$ cat config.mk
export PLATFORM = sky130hd
export DESIGN_NAME = spike_rate_decoder
export DESIGN_NICKNAME = d
export VERILOG_FILES = /design/src/rtl/lif_pkg.sv /design/src/rtl/spike_edge_det.sv /design/src/rtl/spike_rate_decoder.sv
export SDC_FILE = /design/constraint.sdc
export NUM_CORES = 1
export LEC_CHECK = 0
export BUFFER_PORTS_ARGS = -buffer_cell sky130_fd_sc_hd__buf_2
export CORE_MARGIN = 3
export CORE_UTILIZATION = 40
export DETAILED_ROUTE_END_ITERATION = 7
export PLACE_DENSITY = 0.61
export REMOVE_ABC_BUFFERS = 1
export SETUP_SLACK_MARGIN = 0.3
export SYNTH_ARGS = -nofsm -noshare
export SYNTH_HDL_FRONTEND = slang
export SYNTH_SLANG_ARGS = --single-unit
$ cat constraint.sdc
create_clock -name clk -period 2.88 [get_ports clk]
set_input_delay 0.144 -clock clk [delete_from_list [all_inputs] [get_ports clk]]
set_output_delay 0.144 -clock clk [all_outputs]
set_load 0.005 [all_outputs]
$ cat src/rtl/lif_pkg.sv
// lif_pkg: shared widths and saturating-increment helper for the LIF neuron and spike consumers
package lif_pkg;
    localparam int DEF_WINDOW_W = 8;
    localparam int DEF_COUNT_W  = 8;
    localparam int DEF_ISI_W    = 8;

    function automatic logic [31:0] sat_max(input int w);
        return 32'((64'd1 << w) - 64'd1);
    endfunction

    // Increment step (0 or 1) that keeps a counter from passing max.
    function automatic logic sat_step(input logic [31:0] value, input logic inc,
                                      input logic [31:0] max);
        return inc && (value < max);
    endfunction
endpackage

$ cat src/rtl/spike_edge_det.sv
// spike_edge_det: rising-edge detector on a spike train, gated by enable
//   clk, rst     : clock, async active-high reset
//   ena          : gate; an edge seen while low is lost
//   spike_in     : spike train (level or pulse)
//   spike_event  : one-cycle rising-edge event
module spike_edge_det (
    input  logic clk,
    input  logic rst,
    input  logic ena,
    input  logic spike_in,
    output logic spike_event
);
    logic spike_q;

    // spike_q tracks the input even when disabled, so enabling never fabricates an edge.
    always_ff @(posedge clk or posedge rst)
        if (rst) spike_q <= 1'b0;
        else     spike_q <= spike_in;

    assign spike_event = spike_in & ~spike_q & ena;
endmodule

$ cat src/rtl/spike_rate_decoder.sv
// spike_rate_decoder: decodes a spike train into windowed spike count and last inter-spike interval
//   clk, rst               : clock, async active-high reset
//   ena                    : count enable; low freezes counters
//   spike_in               : spike train
//   window_len             : window length minus one
//   rate_out/valid/ready   : windowed count, valid/ready handshake
//   overrun                : sticky, a window result was dropped
//   isi_out/isi_valid      : last inter-spike interval, one-cycle update pulse
//   busy                   : window in progress
module spike_rate_decoder
    import lif_pkg::*;
#(
    parameter int WINDOW_W = DEF_WINDOW_W,
    parameter int COUNT_W  = DEF_COUNT_W,
    parameter int ISI_W    = DEF_ISI_W
) (
    input  logic                clk,
    input  logic                rst,
    input  logic                ena,
    input  logic                spike_in,
    input  logic [WINDOW_W-1:0] window_len,
    output logic [COUNT_W-1:0]  rate_out,
    output logic                rate_valid,
    input  logic                rate_ready,
    output logic                overrun,
    output logic [ISI_W-1:0]    isi_out,
    output logic                isi_valid,
    output logic                busy
);
    localparam logic [31:0] CNT_MAX = sat_max(COUNT_W);
    localparam logic [31:0] ISI_MAX = sat_max(ISI_W);

    logic                spike_event;
    logic [WINDOW_W-1:0] cycle_cnt, win_l, win_eff;
    logic [COUNT_W-1:0]  spike_cnt, result;
    logic [ISI_W-1:0]    isi_cnt;
    logic                seen_first, last, transfer, accept;

    spike_edge_det u_edge (
        .clk        (clk),
        .rst        (rst),
        .ena        (ena),
        .spike_in   (spike_in),
        .spike_event(spike_event)
    );

    // In the first window cycle win_l is not yet loaded, so compare against the live input.
    always_comb begin
        win_eff  = (cycle_cnt == '0) ? window_len : win_l;
        last     = ena && (cycle_cnt == win_eff);
        result   = spike_cnt + COUNT_W'(sat_step(32'(spike_cnt), spike_event, CNT_MAX));
        transfer = rate_valid && rate_ready;
        accept   = last && (!rate_valid || transfer);
    end

    always_ff @(posedge clk or posedge rst) begin
        if (rst) begin
            cycle_cnt  <= '0;
            win_l      <= '0;
            spike_cnt  <= '0;
            isi_cnt    <= '0;
            seen_first <= 1'b0;
            rate_out   <= '0;
            rate_valid <= 1'b0;
            overrun    <= 1'b0;
            isi_out    <= '0;
            isi_valid  <= 1'b0;
        end else begin
            isi_valid <= 1'b0;
            if (ena) begin
                cycle_cnt <= last ? '0 : cycle_cnt + WINDOW_W'(1);
                spike_cnt <= last ? '0 : result;
                if (cycle_cnt == '0) win_l <= window_len;
                if (spike_event) begin
                    if (seen_first) begin
                        isi_out   <= isi_cnt;
                        isi_valid <= 1'b1;
                    end
                    isi_cnt    <= ISI_W'(1);
                    seen_first <= 1'b1;
                end else begin
                    isi_cnt <= isi_cnt + ISI_W'(sat_step(32'(isi_cnt), 1'b1, ISI_MAX));
                end
            end
            // A window result lands only if the holding register is free or being drained now.
            if (accept) begin
                rate_out   <= result;
                rate_valid <= 1'b1;
            end else if (last) begin
                overrun <= 1'b1;
            end else if (transfer) begin
                rate_valid <= 1'b0;
            end
        end
    end

    assign busy = (cycle_cnt != '0);
endmodule

# ---- After elaboration in Yosys (flattened, before gate mapping)
# Cells that the tools add are included.
# W data, S select, Z words.
dict set report word_totals {
  wordCells 45
  reg_bits 53
}
dict set report op_classes {
  mux 10
  magnitude_cmp 2
  bitwise_logic 4
  eq_ne 2
  n_reduce_logical 13
  add_sub_neg 3
}
# cell n
set op_table {}
lappend op_table {{$mux W8} 4}
lappend op_table {{$add A8 B1 Y8} 2}
lappend op_table {{$lt A8 B8 Y1 const B} 2}
lappend op_table {{$add A8 B1 Y8 const B} 1}
lappend op_table {{$eq A8 B8 Y1} 1}
lappend op_table {{$logic_not A8 Y1} 1}
lappend op_table {{$reduce_bool A8 Y1} 1}
lappend op_table {{$mux W1} 6}
lappend op_table {{$reduce_and A2 Y1} 3}
lappend op_table {{$logic_and A1 B1 Y1} 4}
lappend op_table {{$reduce_and A3 Y1} 1}
lappend op_table {{$and A1 B1 Y1} 2}
lappend op_table {{$ne A2 B1 Y1 const B} 1}
lappend op_table {{$not A1 Y1} 2}
lappend op_table {{$reduce_bool A2 Y1} 1}
lappend op_table {{$logic_not A1 Y1} 1}
lappend op_table {{$logic_or A1 B1 Y1} 1}

# ---- Depth between registers and ports, before layout
dict set report logic_depth {
  word_depth 7
  mapped_depth 10
}

# ---- Hierarchy
# Synthesis repeated with hierarchy kept, for this count alone.
dict set report unflattened {
  hier_cells 250
  hier_area_um2 2637.5
}
# mod cells_each instances area_per_inst_um2 seq_area_each_um2
set by_module_without_submodules {}
lappend by_module_without_submodules {spike_rate_decoder 247 1 2600.0 1301.2}
lappend by_module_without_submodules {spike_edge_det 3 1 37.5 25.0}

# ---- Least setup slack after synthesis
# OpenSTA, ideal clock, no wires.
dict set report synth_timing {
  kind {reg2reg}
  from {register cycle_cnt[5]}
  to {register rate_out[0]}
  arrival_time_ps 2125
  stages_incl_launch_ff 9
  setup_slack_ps 630
  period_less_slack_ps 2250
  n_path_buf 1
  cell_sequence {dfrtp_1 buf_6 nor4_1 and3_2 inv_2 nor4_2 o21ai_2 nor3b_4 mux2_2}
}
dict set report synth_between {
  elab_chain_cells 5
}
# item line
set synth_lines {}
lappend synth_lines {{from (decl)} spike_rate_decoder.sv:34} ;# logic [WINDOW_W-1:0] cycle_cnt, win_l, win_eff;
lappend synth_lines {{from (signal assigned)} spike_rate_decoder.sv:71} ;# cycle_cnt <= last ? '0 : cycle_cnt + WINDOW_W'(1);
lappend synth_lines {{$logic_not A8 Y1} spike_rate_decoder.sv:49} ;# win_eff = (cycle_cnt == '0) ? window_len : win_l;
lappend synth_lines {{$mux W8} --}
lappend synth_lines {{$eq A8 B8 Y1 *} spike_rate_decoder.sv:50} ;# last = ena && (cycle_cnt == win_eff);
lappend synth_lines {{$logic_and A1 B1 Y1 *} spike_rate_decoder.sv:50}
lappend synth_lines {{$logic_and A1 B1 Y1 *} spike_rate_decoder.sv:53} ;# accept = last && (!rate_valid || transfer);
lappend synth_lines {{to (signal assigned)} spike_rate_decoder.sv:87} ;# rate_out <= result;
lappend synth_lines {{to (decl)} spike_rate_decoder.sv:22} ;# output logic [COUNT_W-1:0] rate_out,
# Mark *: on every way between the ends. The rest lies on a longest branch, timed or not.
# A chain may end at the register's enable or synchronous reset.

# ---- Worst setup path in the final report
dict set report layout_timing {
  from {register cycle_cnt[5]}
  to {register rate_out[6]}
}
# The elaborated chain is that of the path after synthesis.

==> results_dict.tcl <==
set metrics [dict create \
    drc 0 \
    synth.avg_cell_area_sq_um 10.5 \
    hold_viol 0 \
    power.density_nw_per_um2 777 \
    synthArstFlopShare 1.00 \
    cts_tree "yes" \
    grt_overflow 0 \
    fp.dieW_um 85.6 \
    seqPwrFrac 0.517 \
    grt_max_degree 36 \
    synthCells 241 \
    drive_gt1_frac 0.251 \
    start_util 0.421 \
    p_leak_nw 1.42 \
    synth_ff_type "dfrtp_1" \
    wl_um 4670 \
    final-max-slew-violation-count 0 \
    clk_path_buf_depth 2 \
    p_sw_frac 0.350 \
    diodes 0 \
    port_buffers 32 \
    tightest_slew_ns 0.520 \
    ys_warn_count 0 \
    clock_sinks 53 \
    cts-root-buf "clkbuf_8" \
    htree_num_levels 2 \
    clkPwrFrac 0.188 \
    grt_antenna_before_repair 0 \
    ys_ff_latch 53 \
    place_congestion 0.862 \
    min_path_type "in -> reg" \
    rsz0062_at_grt "no" \
    skew_ns 0.00696 \
    p_switching_uw 792 \
    viasPerCell 5.04 \
    end_kind "flop" \
    grt_pass1_wl_um 8290 \
    synth.distinct_cells 37 \
    reg2reg_depth 8 \
    cap_violations 0 \
    die_h_um 85.6 \
    max_freq_mhz 420 \
    r2r_slack_ns 0.50 \
    slew-limit-headroom 0.651 \
    ys_seq_area_frac 0.523 \
    crit_type "reg -> reg" \
    dr.pass1.iters 4 \
    critPathMaxFanout 8 \
    rows 28 \
    cp-start-kind "flop" \
    grt_use_total 0.140 \
    hold_path_depth 2 \
    first_global_vias 1777 \
    synth_area_sq_um 2540 \
    setup_tns_ns 0 \
    fill_cells 599 \
    hpwlAfterDp_um 3270 \
    final_nets 297 \
    required_ns 3.08 \
    outcome "completed" \
    setup_violations 0 \
    first_iter_violations 96 \
    cts.clk_slew.worst_paths_ns 0.10 \
    io_pins 33 \
    cts_buffers 5 \
    via_count 1783 \
    p_int_mw 1.47 \
    post-route-util 0.483 \
    coreArea_sq_um 6030 \
    layout-area-overhead-vs-synth_pct 14.6 \
    clk-insertion-delay-late_ns 0.31 \
    routedWlPerCell_um 13.2 \
    fin_crit_sh 0.827 \
    drtAntennaViolNets 0 \
    synth_edf_count 0 \
    combPwrFrac 0.296 \
    dieArea_sq_um 7340 \
    worstPathArrival_ns 2.58 \
    ir_drop_mv 0.342 \
    min_period_ns 2.38 \
]
## stage by stage
step	total power, mW	instances	hold WS [ns]	setup slack [ns]	instance area [sq um]
after CTS	2.27	353	0.0725	0.377	2880
after global placement	1.82	343	0.167	0.461	2780
after global routing	2.44	354	0.0816	0.312	2910
after floorplan	1.62	233	0.175	0.659	2500
final	2.26	354	0.0753	0.498	2910
after detailed placement	1.84	343	0.170	0.390	2780
## flip-flops by register name, summed over array words and instances (netlist names)
signal / flops
rate_valid: 1
seen_first: 1
u_edge.spike_q: 1
win_l: 8
cycle_cnt: 8
rate_out: 8
isi_valid: 1
isi_cnt: 8
overrun: 1
isi_out: 8
spike_cnt: 8
## cells in the final DEF (no fill, tap or decap), types with 3 or more instances in the layout
master	instances
nand2_1	23
nand2b_1	3
dfrtp_1	53
mux2_2	18
and3_1	4
inv_1	24
clkbuf_8	5
buf_4	3
xor2_1	9
xnor2_1	10
o22ai_1	11
nor3_1	3
nor2_1	16
mux2i_1	4
buf_2	32
a21oi_1	3
ha_1	6
o21ai_0	11
nand4_1	6
nand3_1	6
## what timing repair did
| action | CTS | global route |
|---|---|---|
| endpoints found under the hold margin | 19 | 0 |
| buffers inserted | 0 | 1 |
| endpoints found under the setup margin | 0 | 8 |
| hold buffers | 2 | 0 |
| resized for setup | 0 | 1 |
## kinds of logic after synthesis
family	synth area share
xor+xnor	0.0656
buf+inv	0.0537
mux	0.0957
simple gates	0.150
fa+ha+maj	0.0296
compound gates	0.0824
flops	0.523
## routing by layer
metal | global-route usage | part of all wire | vias to the layer above
li1 | - | - | 900
met1 | 0.188 | 0.48 | 847
met2 | 0.223 | 0.47 | 30
met3 | 0.0336 | 0.039 | 6
met4 | 0.0475 | 0.014 | 0
met5 | 0 | 0 | -
## final timing paths
path                          startpoint           to
max reg2reg                 cycle_cnt[5]  rate_out[6]
max                         cycle_cnt[5]  rate_out[6]
max in group asynchronous            rst   isi_cnt[0]
min                        window_len[1]     win_l[1]
min in group asynchronous            rst     win_l[0]
min reg2reg                   seen_first   seen_first
## worst max-delay path, stage by stage (launching register included)
cell	delay [ns]
dfrtp_1	0.47
nor4_2	0.30
and3_2	0.27
inv_2	0.05
nor4_2	0.29
o21ai_2	0.16
nor3b_4	0.26
buf_12	0.15
mux2_2	0.32
## Yosys cell counts, types with 2 or more instances
cell	number	share of area
dfrtp_1	53	0.52
inv_1	25	0.037
nand2_1	23	0.034
mux2_2	18	0.080
nor2_1	16	0.024
o21ai_0	11	0.022
o22ai_1	11	0.027
xnor2_1	10	0.035
xor2_1	9	0.031
ha_1	6	0.030
nand3_1	6	0.012
nand4_1	6	0.015
clkbuf_1	5	0.0074
and3_1	4	0.0099
mux2i_1	4	0.016
a21oi_1	3	0.0059
nand2b_1	3	0.0074
nor3_1	3	0.0059
and3b_1	2	0.0069
nand3b_1	2	0.0059
nor4_1	2	0.0049
o221ai_1	2	0.0069
or2_2	2	0.0049
or3_1	2	0.0049
## final cells by class
class | instances | area (sq um) | share of cell area
Sequential cell | 53 | 1330 | 0.456
Inverter | 26 | 97.6 | 0.0336
Clock inverter | 2 | 13.8 | 0.00473
Multi-Input combinational cell | 154 | 1080 | 0.372
Tap cell | 75 | 93.8 | 0.0323
Timing Repair Buffer | 38 | 223 | 0.0766
Clock buffer | 6 | 72.6 | 0.0250
## power by group through the flow
stage               clock network (mW)  registers, mW  logic (mW)
floorplan                            0           1.14       0.485
global placement                     0           1.17       0.650
detailed placement                   0           1.18       0.660
CTS                              0.442           1.16       0.667
global route                     0.471           1.21       0.763
finish                           0.424           1.17       0.668
Power figures use the tool's default switching activity.
